**src/rtl/proc_io_bridge_pkg.sv**
```systemverilog
// Shared types and width helpers for the processor I/O bridge and its FIFOs.
package proc_io_bridge_pkg;

  typedef enum logic {
    ARMED = 1'b0,
    FIRED = 1'b1
  } itr_state_e;

  // Clamp to one bit so single-entry counts still yield a legal vector width.
  function automatic int idx_width(input int n);
    return (n > 1) ? $clog2(n) : 1;
  endfunction

endpackage

```
**src/rtl/proc_io_bridge_io_fifo.sv**
```systemverilog
// Single-clock circular FIFO; a push into a full FIFO is accepted only when a pop frees a slot the same cycle.
module io_fifo
  import proc_io_bridge_pkg::*;
#(
  parameter int NBDATA = 16,
  parameter int DEPTH  = 4
) (
  input  logic              clk,
  input  logic              rst,
  input  logic              push,
  input  logic [NBDATA-1:0] din,
  input  logic              pop,
  output logic [NBDATA-1:0] dout,
  output logic              full,
  output logic              empty
);

  localparam int PW = idx_width(DEPTH);
  localparam int CW = $clog2(DEPTH) + 1;

  logic [NBDATA-1:0] mem_q [DEPTH];
  logic [PW-1:0]     rd_q, rd_d, wr_q, wr_d;
  logic [CW-1:0]     cnt_q, cnt_d;
  logic              do_push, do_pop;

  assign full    = (cnt_q == CW'(DEPTH));
  assign empty   = (cnt_q == '0);
  assign do_pop  = pop & ~empty;
  assign do_push = push & (~full | do_pop);
  assign dout    = mem_q[rd_q];

  always_comb begin
    rd_d  = rd_q;
    wr_d  = wr_q;
    cnt_d = cnt_q;
    if (do_push) wr_d = wr_q + 1'b1;
    if (do_pop)  rd_d = rd_q + 1'b1;
    cnt_d = cnt_q + CW'(do_push) - CW'(do_pop);
  end

  always_ff @(posedge clk or posedge rst) begin
    if (rst) begin
      rd_q  <= '0;
      wr_q  <= '0;
      cnt_q <= '0;
    end else begin
      rd_q  <= rd_d;
      wr_q  <= wr_d;
      cnt_q <= cnt_d;
    end
  end

  // Storage needs no reset: the cleared count hides stale words.
  always_ff @(posedge clk) begin
    if (do_push) mem_q[wr_q] <= din;
  end

endmodule

```
**src/rtl/proc_io_bridge.sv**
```systemverilog
// Buffered I/O bridge: per-address input/output FIFOs, sticky error flags and an arrival interrupt.
module proc_io_bridge
  import proc_io_bridge_pkg::*;
#(
  parameter int                NUBITS = 16,
  parameter int                NUIOIN = 2,
  parameter int                NUIOOU = 2,
  parameter int                IODPTH = 4,
  parameter logic [NUIOIN-1:0] ITRMSK = '0
) (
  input  logic                         clk,
  input  logic                         rst,
  input  logic [NUBITS-1:0]            p_io_out,
  input  logic [idx_width(NUIOOU)-1:0] p_addr_out,
  input  logic                         p_out_en,
  output logic [NUBITS-1:0]            p_io_in,
  input  logic [idx_width(NUIOIN)-1:0] p_addr_in,
  input  logic                         p_req_in,
  output logic                         p_itr,
  input  logic [NUIOIN*NUBITS-1:0]     ext_in_data,
  input  logic [NUIOIN-1:0]            ext_in_valid,
  output logic [NUIOIN-1:0]            ext_in_ready,
  output logic [NUIOOU*NUBITS-1:0]     ext_out_data,
  output logic [NUIOOU-1:0]            ext_out_valid,
  input  logic [NUIOOU-1:0]            ext_out_ready,
  output logic [NUIOOU-1:0]            ovf_flags,
  output logic [NUIOIN-1:0]            udf_flags,
  input  logic                         clr_flags
);

  localparam int AIW = idx_width(NUIOIN);
  localparam int AOW = idx_width(NUIOOU);

  logic [NUIOIN-1:0] in_pop, in_full, in_empty;
  logic [NUBITS-1:0] in_dout [NUIOIN];
  logic [NUIOOU-1:0] out_push, out_pop, out_full, out_empty;

  logic [NUIOOU-1:0] ovf_q, ovf_d;
  logic [NUIOIN-1:0] udf_q, udf_d;
  itr_state_e        state_q, state_d;
  logic              itr_q, itr_d;
  logic              pend;

  // Out-of-range addresses match no channel, so they neither pop nor flag.
  for (genvar gi = 0; gi < NUIOIN; gi++) begin : g_in
    assign in_pop[gi]       = p_req_in && (p_addr_in == AIW'(gi));
    assign ext_in_ready[gi] = ~in_full[gi];
    io_fifo #(.NBDATA(NUBITS), .DEPTH(IODPTH)) u_fifo (
      .clk   (clk),
      .rst   (rst),
      .push  (ext_in_valid[gi]),
      .din   (ext_in_data[gi*NUBITS +: NUBITS]),
      .pop   (in_pop[gi]),
      .dout  (in_dout[gi]),
      .full  (in_full[gi]),
      .empty (in_empty[gi])
    );
  end

  for (genvar go = 0; go < NUIOOU; go++) begin : g_out
    assign out_push[go]      = p_out_en && (p_addr_out == AOW'(go));
    assign out_pop[go]       = ext_out_ready[go] & ~out_empty[go];
    assign ext_out_valid[go] = ~out_empty[go];
    io_fifo #(.NBDATA(NUBITS), .DEPTH(IODPTH)) u_fifo (
      .clk   (clk),
      .rst   (rst),
      .push  (out_push[go]),
      .din   (p_io_out),
      .pop   (out_pop[go]),
      .dout  (ext_out_data[go*NUBITS +: NUBITS]),
      .full  (out_full[go]),
      .empty (out_empty[go])
    );
  end

  always_comb begin
    p_io_in = '0;
    for (int i = 0; i < NUIOIN; i++) begin
      if ((p_addr_in == AIW'(i)) && !in_empty[i]) p_io_in = in_dout[i];
    end
  end

  // Set events are OR-ed after the clear so they win over clr_flags.
  always_comb begin
    udf_d = (clr_flags ? '0 : udf_q) | (in_pop & in_empty);
    ovf_d = (clr_flags ? '0 : ovf_q) | (out_push & out_full & ~out_pop);
  end

  assign pend = |(~in_empty & ITRMSK);

  // ARMED: waiting for a masked channel to hold data | FIRED: pulse sent, waiting for all masked channels to drain
  always_comb begin
    state_d = state_q;
    itr_d   = 1'b0;
    case (state_q)
      ARMED: begin
        if (pend) begin
          itr_d   = 1'b1;
          state_d = FIRED;
        end
      end
      FIRED: begin
        if (!pend) state_d = ARMED;
      end
      default: state_d = ARMED;
    endcase
  end

  always_ff @(posedge clk or posedge rst) begin
    if (rst) begin
      ovf_q   <= '0;
      udf_q   <= '0;
      state_q <= ARMED;
      itr_q   <= 1'b0;
    end else begin
      ovf_q   <= ovf_d;
      udf_q   <= udf_d;
      state_q <= state_d;
      itr_q   <= itr_d;
    end
  end

  assign ovf_flags = ovf_q;
  assign udf_flags = udf_q;
  assign p_itr     = itr_q;

endmodule

```
**config.mk**
```make
export PLATFORM = sky130hd
export DESIGN_NAME = proc_io_bridge
export DESIGN_NICKNAME = d
export VERILOG_FILES = /design/src/rtl/proc_io_bridge_pkg.sv /design/src/rtl/proc_io_bridge_io_fifo.sv /design/src/rtl/proc_io_bridge.sv
export SDC_FILE = /design/constraint.sdc
export NUM_CORES = 1
export LEC_CHECK = 0
export ABC_AREA = 1
export CAP_MARGIN = 20
export CORE_MARGIN = 5
export CORE_UTILIZATION = 40
export CTS_CLUSTER_SIZE = 8
export DETAILED_ROUTE_END_ITERATION = 6
export DONT_BUFFER_PORTS = 1
export MAX_ROUTING_LAYER = met4
export PLACE_DENSITY = 0.56
export SLEW_MARGIN = 0
export SYNTH_ARGS = -nofsm -noshare
export SYNTH_HDL_FRONTEND = slang
export SYNTH_SLANG_ARGS = --single-unit
export TNS_END_PERCENT = 50
```
**constraint.sdc**
```tcl
create_clock -name clk -period 3.9 [get_ports clk]
set_clock_uncertainty 0.2 [all_clocks]
set_input_delay 0.78 -clock clk [delete_from_list [all_inputs] [get_ports clk]]
set_output_delay 0.78 -clock clk [all_outputs]
set_load 0.05 [all_outputs]
```
==> flow_metrics.tcl, run 1 <==
set metrics [dict create \
    ys_types 23 \
    regArea_mm2 0.00849 \
    diodes 0 \
    setup.worst_path.start_class "register" \
    holdBufCountCts 0 \
    dieArea_mm2 0.0342 \
    drc 0 \
    synth_flop_cell "edfxtp_1" \
    vias 7375 \
    regToRegStartpoint "g_out[0].u_fifo.cnt_q[1]" \
    cts_setup_buffers 0 \
    grt_pass1_vias 7397 \
    drv_slew 0 \
    criticalPathCategory "register to output port" \
    ctsResizeCount 0 \
    core_mm2 0.0304 \
    dieWidth_um 185 \
    powerDensity_mw_per_mm2 855 \
    syn-num-nets 1170 \
    relSlewSlack_pct 49.6 \
    synth-seq-area-share_pct 69.3 \
    multi_input_area_mm2 0.00277 \
    grt_usage_pct 16.0 \
    pre_cts_slack_ns 1.11 \
    hp-class "input pin to register" \
    layout_min_cycle_time_ns 3.22 \
    clock_latency_ns 0.53 \
    synth_seq_cells 288 \
    synth_edf_count 256 \
    ant_nets 0 \
    max-vdd-ir-drop_uv 849 \
    cts_tree "yes" \
    cp_max_fo 19 \
    grt_pass1_wl_mm 40.9 \
    netlist_area_mm2 0.0123 \
    rrSetupSlack_ns 1.15 \
    start_util_pct 40.3 \
    io_buffers 0 \
    ys_top_cells_by_count "edfxtp_1 (256), nand2_1 (249), inv_1 (180)" \
    p_leak_uw 0.00587 \
    clock.fmax_mhz 311 \
    place_congestion 0.784 \
    die_y_um 185 \
    synth.avg_cell_area_um2 11.3 \
    yosys.area.top_type_share_pct 62.7 \
    hpwl_mm 16.3 \
    drt_pre_antenna_iters 4 \
    antenna_found_initial 0 \
    numCtsBuffers 41 \
    pin_count 116 \
    setup_violations 0 \
    syn2layout_area_growth_pct 15.2 \
    drive_above_1_share_pct 10.3 \
    cts_sinks 288 \
    synth_area_leaders "edfxtp_1 (63%), nand2_1 (7.6%), dfrtp_1 (6.5%), inv_1 (5.5%), nand3_1 (2.8%)" \
    hold_violations 0 \
    setup_ws_ns 0.683 \
    setup_tns_ns 0 \
    status "complete, no violations" \
    synth_warnings 0 \
    worstSetupStartpoint "g_out[0].u_fifo.rd_q[1]" \
    max_cap_viol_count 0 \
    wl_mm 26.4 \
    final_nets 1227 \
    grt_overflow 0 \
    synth.most_common_cell "edfxtp_1" \
    rows 64 \
    fillers 2781 \
    h-tree-depth 2 \
    tightest_slew_ns 0.756 \
    yosys.area.top_type "edfxtp_1" \
    end_kind "output port" \
    fin_crit_sh_pct 82.5 \
    hp-start "p_io_out[12]" \
    cts.clk_slew.worst_paths_ns 0.05 \
    drt-wirelength-per-cell_um 16.9 \
    synth_cells 1085 \
    vias_per_cell 4.71 \
    cts_buffer_depth 3 \
    power_uw 12100 \
    grt_max_degree 34 \
    rsz0062_at_grt "no" \
    worstPathRequired_ns 2.92 \
    clock_tree.root_cell "clkbuf_16" \
    drt_iter0_drc 296 \
    arrival_ns 2.24 \
    async_reset_ff_share_pct 11.1 \
]
-- final timing paths --
path	to	depth (start not counted)
worst max-delay path	ext_out_data[9]	4
worst min-delay path	g_out[1].u_fifo.mem_q[2][12]	0
worst max register to register	g_out[0].u_fifo.cnt_q[2]	11
worst min register to register	g_in[1].u_fifo.wr_q[1]	2
max in group asynchronous	g_in[0].u_fifo.rd_q[0]	4
min in group asynchronous	g_out[0].u_fifo.rd_q[0]	2
-- registers in the layout, indices dropped and copies added (netlist names) --
| register | flops |
|---|---|
| g_in.u_fifo.cnt_q | 6 |
| g_in.u_fifo.rd_q | 4 |
| g_in.u_fifo.wr_q | 4 |
| g_out.u_fifo.mem_q | 128 |
| ovf_flags | 2 |
| g_in.u_fifo.mem_q | 128 |
| g_out.u_fifo.rd_q | 4 |
| udf_flags | 2 |
| g_out.u_fifo.wr_q | 4 |
| g_out.u_fifo.cnt_q | 6 |
-- critical path, stage by stage (launching register included) --
cell     delay (ns)
dfrtp_1        0.66
inv_2          0.40
o21ai_1        0.12
o22ai_1        0.26
buf_4          0.26
-- metal layers --
metal | share of wire, % | GRT usage [%] | vias up
li1 | - | - | 3654
met2 | 49 | 26.5 | 179
met5 | 0 | - | -
met1 | 40 | 18.5 | 3488
met3 | 7.9 | 5.11 | 54
met4 | 3.1 | 5.43 | 0
-- layout by cell type, fill, tap and decap left out, types with 8 or more instances in the layout --
| cell | n |
|---|---|
| edfxtp_1 | 256 |
| nand2_1 | 249 |
| inv_1 | 180 |
| nor2_1 | 87 |
| nand3_1 | 69 |
| o21ai_0 | 55 |
| buf_4 | 55 |
| clkbuf_16 | 41 |
| o22ai_1 | 35 |
| dfrtp_1 | 32 |
| clkbuf_1 | 26 |
| ha_1 | 22 |
| o21ai_1 | 14 |
| inv_2 | 12 |
| xnor2_1 | 10 |
| xor2_1 | 8 |
-- power by group --
part / total [µW] / internal [µW] / switching (µW)
registers: 4240 / 3940 / 299
logic: 4590 / 1180 / 3410
clock network: 3240 / 1970 / 1270
-- per-stage QoR --
stage / hold slack (ns) / cells / instance area [µm²] / utilization [%]
4_1_cts: 0.114 / 1563 / 14100 / 46.3
2_1_floorplan: 0.292 / 1085 / 12300 / -
3_3_place_gp: 0.321 / 1493 / 12900 / 42.4
5_1_grt: 0.113 / 1565 / 14100 / 46.4
3_5_place_dp: 0.332 / 1493 / 12900 / 42.4
6_report: 0.140 / 1565 / 14100 / 46.4
-- final cells by class --
cell class,instances,share of cell area (%)
flip-flops and latches,288,60.1
clock inverters,3,0.487
inverters,192,5.10
repair buffers,57,3.19
well taps,396,3.51
clock buffers,67,7.96
multi-input cells,562,19.6
-- kinds of logic (layout without fill, tap and decap cells) --
| group | Yosys count | in the layout | share of synthesized area, % |
|---|---|---|---|
| simple gates | 411 | 411 | 13.5 |
| flops | 288 | 288 | 69.3 |
| buf+inv | 235 | 319 | 8.12 |
| compound gates | 106 | 106 | 4.87 |
| fa+ha+maj | 26 | 26 | 2.90 |
| xor+xnor | 18 | 18 | 1.29 |
| other cells | 1 | 1 | 0.0306 |
Power figures use the tool's default switching activity.
==> run 2: changes to the inputs <==
--- a/config.mk
+++ b/config.mk
@@ -13,7 +13,7 @@
 export DETAILED_ROUTE_END_ITERATION = 6
 export DONT_BUFFER_PORTS = 1
 export MAX_ROUTING_LAYER = met4
-export PLACE_DENSITY = 0.56
+export PLACE_DENSITY = 0.58
 export SLEW_MARGIN = 0
 export SYNTH_ARGS = -nofsm -noshare
 export SYNTH_HDL_FRONTEND = slang
==> constraint.sdc (replaced) <==
create_clock -name clk -period 2.7 [get_ports clk]
set_clock_uncertainty 0.2 [all_clocks]
set_input_delay 0.54 -clock clk [delete_from_list [all_inputs] [get_ports clk]]
set_output_delay 0.54 -clock clk [all_outputs]
set_load 0.05 [all_outputs]
==> run 2 against run 1 <==
Effect of this change:
- flip-flop and latch count stayed put
- die area stayed put
- non-clock buffer count is 78 higher
- register-to-register slack worse by 0.81 ns
- total power is 52% higher
- sequential power is 45% higher
- sequential share of layout area is 3.8 points lower
- critical path depth is 1 higher
- critical endpoint is now ext_out_data[12]
- highest routed layer unchanged
==> flow_metrics.tcl, run 2 (synthesized netlist as in run 1, its figures left out) <==
set metrics [dict create \
    relSlewSlack_pct 66.6 \
    final_nets 1306 \
    highest_layer "met4" \
    drive_above_1_share_pct 12.3 \
    drt_iter0_drc 401 \
    setup.worst_path.start_class "register" \
    worstSetupStartpoint "g_out[0].u_fifo.rd_q[0]" \
    final_cell_mix "edfxtp_1 (256), nand2_1 (249), inv_1 (180)" \
    grt_max_degree 34 \
    mostFrequentLayoutCell "edfxtp_1" \
    regToRegStartpoint "g_out[0].u_fifo.cnt_q[1]" \
    io_buffers 0 \
    vias 7731 \
    numCtsBuffers 42 \
    grt_overflow 0 \
    drt-wirelength-per-cell_um 15.6 \
    p_leak_uw 0.00629 \
    hold_violations 0 \
    criticalPathCategory "register to output port" \
    cts_sinks 288 \
    routed-wl-met3_mm 1.65 \
    drt_pre_antenna_iters 4 \
    layout_min_cycle_time_ns 2.62 \
    grt_usage_pct 15.5 \
    cp_max_fo 10 \
    antenna_found_initial 3 \
    setup_violations 0 \
    max-vdd-ir-drop_uv 734 \
    r2r_cells 11 \
    wl_met1_mm 10.8 \
    die_y_um 185 \
    worst_path_max_delay_cell "dfrtp_2" \
    fin_crit_sh_pct 97.0 \
    arrival_ns 1.88 \
    hold_ws_ns 0.0236 \
    dieArea_mm2 0.0342 \
    r2r-end "g_out[0].u_fifo.cnt_q[2]" \
    cts.clk_slew.worst_paths_ns 0.05 \
    status "complete, no violations" \
    vias_per_cell 4.72 \
    whs_path_depth 3 \
    worstPathRequired_ns 1.96 \
    rows 64 \
    pin_count 116 \
    rrSetupSlack_ns 0.34 \
    path_depth 5 \
    start_util_pct 40.3 \
    crit_buf_inv 3 \
    cts_buffer_depth 3 \
    rsz0062_at_grt "yes" \
    clock_latency_ns 0.52 \
    cts_tree "yes" \
    place_congestion 0.800 \
    powerDensity_mw_per_mm2 1220 \
    cp_slowest_stage_delay_ns 0.48 \
    max_cap_viol_count 0 \
    crit_family "buffers and inverters" \
    syn2layout_area_growth_pct 23.1 \
    hpwl_mm 16.2 \
    ant_nets 0 \
    setup_tns_ns 0 \
    grt_pass1_wl_mm 40.6 \
    dieWidth_um 185 \
    critPathMostFrequentCell "buf_4" \
    wl_mm 25.6 \
    path_cells "inv_4, buf_4, nor2_1, o22ai_1, buf_4" \
    crit_end "ext_out_data[12]" \
    core_mm2 0.0304 \
    finish.utilization_pct 49.6 \
    clock_tree.root_cell "clkbuf_16" \
    fillers 2657 \
    clock.fmax_mhz 382 \
    tightest_slew_ns 0.499 \
    drc 0 \
    end_kind "output port" \
    drv_slew 0 \
    met2_length_mm 12.6 \
    h-tree-depth 2 \
    hp-class "input pin to register" \
    grt_pass1_vias 7748 \
    reg_top3 "g_in.u_fifo.mem_q x128, g_out.u_fifo.mem_q x128" \
]
[run 2: cell count changes in the layout (fill, tap and decap cells not counted), moves of 3 or more]
cell / delta
inv_2: -6
buf_4: +5
diode_2: +3
dfrtp_2: +3
dfrtp_1: -3
dlygate4sd3_1: +51
clkbuf_1: -11
buf_12: +19
inv_4: +3
buf_6: +3
[run 2: area by class of cell]
type	instances	area (µm²)	area share (%)
Clock buffer	57	1110	7.34
Inverter	192	739	4.90
Clock inverter	5	70.1	0.465
Timing Repair Buffer	135	1400	9.28
Multi-Input combinational cell	562	2770	18.4
Tap cell	396	495	3.28
Antenna cell	3	7.51	0.0498
Sequential cell	288	8490	56.3
[run 2: timing repair]
action / CTS / global route
hold buffers: 52 / 0
resized for setup: 6 / 14
setup endpoints to repair: 39 / 34
pin swaps: 1 / 1
hold endpoints to repair: 295 / 0
setup buffers: 1 / 1
[run 2: worst min-delay path, cell delays in order]
cell     delay, ns
nor2_1        0.02
nand2_1       0.07
o22ai_1       0.07
[run 2: per-layer routing]
metal / vias up / track usage (%)
met4: 0 / 4.64
met2: 194 / 25.9
li1: 3827 / -
met1: 3661 / 18.8
met3: 49 / 3.79
met5: - / -
[run 2: worst min path at each step]
stage	startpoint	end
final	ext_out_ready[1]	ovf_flags[1]
after floorplan	g_in[0].u_fifo.wr_q[1]	g_in[0].u_fifo.wr_q[1]
after detailed placement	g_in[0].u_fifo.wr_q[1]	g_in[0].u_fifo.wr_q[1]
after CTS	ext_out_ready[1]	ovf_flags[1]
after global routing	p_addr_in	udf_flags[1]
after global placement	g_in[0].u_fifo.wr_q[1]	g_in[0].u_fifo.wr_q[1]
[run 2: metrics by stage]
step / instances / instance area, µm² / total power, µW / setup slack, ns
detailed placement: 1519 / 13300 / 13700 / 0.339
CTS: 1634 / 15000 / 18600 / -0.0352
finish: 1638 / 15100 / 18400 / 0.0808
global placement: 1519 / 13300 / 13600 / 0.375
global route: 1638 / 15100 / 19500 / -0.00615
floorplan: 1085 / 12300 / 11200 / 0.0757
[run 2: power breakdown]
group | internal [µW] | switching, µW
clock network | 2840 | 1790
logic | 2540 | 5070
registers | 5700 | 435
==> run 3: changes to the inputs <==
--- a/config.mk
+++ b/config.mk
@@ -18,4 +18,4 @@
 export SYNTH_ARGS = -nofsm -noshare
 export SYNTH_HDL_FRONTEND = slang
 export SYNTH_SLANG_ARGS = --single-unit
-export TNS_END_PERCENT = 50
+export TNS_END_PERCENT = 5
==> run 3 against run 2 <==
Effect of this change:
- first-iteration DRC count decreased by 15%
- maximum frequency about the same
- cell area decreased by 0.23%
- cell count about the same
- die area unchanged
- critical path type unchanged
- combinational power decreased by 0.5%
- sequential power about the same
- register-to-register slack about the same
==> flow_metrics.tcl, run 3 (synthesized netlist as in run 1, its figures left out) <==
set metrics [dict create \
    status "complete, no violations" \
    max-vdd-ir-drop_uv 730 \
    power.switching_uw 7290 \
    rsz0062_at_grt "yes" \
    drt_pre_antenna_iters 5 \
    path_cells "nor2_4, a21oi_4, nand2_1, nand2_1, buf_12" \
    swShare_pct 39.7 \
    clock_tree.root_cell "clkbuf_16" \
    dieWidth_um 185 \
    drc 0 \
    grt_usage_pct 15.5 \
    worst_path_max_delay_cell "a21oi_4" \
    setup_violations 0 \
    setup_tns_ns 0 \
    grt_overflow 0 \
    rows 64 \
    power_uw 18300 \
    numCtsBuffers 42 \
    clock_latency_ns 0.52 \
    wl_mm 25.7 \
    antenna_found_initial 3 \
    seqPwrFrac_pct 33.4 \
    hold_violations 0 \
    critPathMostFrequentCell "nand2_1" \
    drive_above_1_share_pct 12.2 \
    h-tree-depth 2 \
    grt_max_degree 34 \
    max_cap_viol_count 0 \
    grt_pass1_wl_mm 40.6 \
    relSlewSlack_pct 66.6 \
    syn2layout_area_growth_pct 22.8 \
    vias_per_cell 4.73 \
    arrival_ns 1.88 \
    hpwl_mm 16.2 \
    ant_nets 0 \
    cp_max_fo 16 \
    final_cell_mix "edfxtp_1 (256), nand2_1 (249), inv_1 (180)" \
    fin_crit_sh_pct 96.9 \
    worstPathRequired_ns 1.96 \
    drt-wirelength-per-cell_um 15.7 \
    vias 7747 \
    r2r_cells 11 \
    mostFrequentLayoutCell "edfxtp_1" \
    cts_buffer_depth 3 \
    whs_path_depth 3 \
    cts_sinks 288 \
    drt_iter0_drc 342 \
    p_int_uw 11100 \
    tightest_slew_ns 0.499 \
    place_congestion 0.800 \
    reg_top3 "g_in.u_fifo.mem_q x128, g_out.u_fifo.mem_q x128" \
    final_nets 1305 \
    cp_slowest_stage_delay_ns 0.42 \
    combPwrFrac_pct 41.3 \
    cts_tree "yes" \
    io_buffers 0 \
    worstSetupStartpoint "g_in[1].u_fifo.cnt_q[1]" \
    die_y_um 185 \
    end_kind "output port" \
    p_leak_uw 0.00628 \
    start_util_pct 40.3 \
    setup.worst_path.start_class "register" \
    grt_pass1_vias 7748 \
    core_mm2 0.0304 \
    criticalPathCategory "register to output port" \
    drv_slew 0 \
    cts.clk_slew.worst_paths_ns 0.05 \
    powerDensity_mw_per_mm2 1220 \
    dieArea_mm2 0.0342 \
    layout_min_cycle_time_ns 2.62 \
    p_clk_share_pct 25.3 \
    clock.fmax_mhz 382 \
    hp-start "ext_out_ready[1]" \
    pin_count 116 \
    regToRegStartpoint "g_out[0].u_fifo.cnt_q[1]" \
    hp-class "input pin to register" \
]
## run 3: power by group through the flow
stage               clock network (µW)  logic (µW)  registers, µW
finish                            4640        7570           6130
global route                      4970        8290           6200
CTS                               4770        7660           6120
detailed placement                   0        7510           6190
global placement                     0        7440           6170
floorplan                            0        5210           6040
## run 3: critical path, delay by kind of cell (launching register included)
family	cells	cell delay [ns]
buffers and inverters	1	0.14
AO/OA/AOI/OAI	1	0.42
AND/OR/NAND/NOR	3	0.36
flip-flops	1	0.41
## run 3: path summary, 6_finish.rpt
| kind | end | slack [ns] |
|---|---|---|
| worst min register to register | g_in[0].u_fifo.wr_q[1] | 0.33 |
| worst max register to register | g_out[0].u_fifo.cnt_q[2] | 0.34 |
| min in group asynchronous | ovf_flags[0] | 0.35 |
| worst min-delay path | ovf_flags[1] | 0.02 |
| max in group asynchronous | g_out[1].u_fifo.rd_q[1] | 1.61 |
| worst max-delay path | p_io_in[3] | 0.08 |
## run 3: through the flow
step	std cells	hold WS (ns)	worst slack, ns	utilization, %	area [µm²]
floorplan	1085	0.292	0.0757	-	12300
global placement	1519	0.315	0.375	43.7	13300
CTS	1634	0.00149	-0.0352	49.3	15000
global route	1637	0.0300	-0.0345	49.5	15000
detailed placement	1519	0.319	0.339	43.7	13300
finish	1637	0.0236	0.0824	49.5	15000
## run 3: what timing repair did
item,in CTS,in global routing
buffers inserted,1,0
pin swaps,1,1
endpoints found under the hold margin,295,0
setup endpoints to repair,39,34
resized for setup,6,10
hold buffers,52,0
## run 3: metal layers
metal  global-route usage (%)  part of all wire, %  vias to the layer above  wire [µm]
met5                        -                    0                        -          0
met4                     4.64                  2.5                        0        630
met3                     3.79                  6.2                       53       1600
met2                     25.9                   49                      184      12700
met1                     18.8                   42                     3682      10800
li1                         -                    -                     3828          -
## run 3: area by class of cell
cell class | count | area, µm²
multi-input cells | 562 | 2770
flip-flops and latches | 288 | 8490
repair buffers | 134 | 1370
clock inverters | 5 | 70.1
clock buffers | 57 | 1110
well taps | 396 | 495
inverters | 192 | 737
diodes | 3 | 7.51
fillers | 2660 | 15400
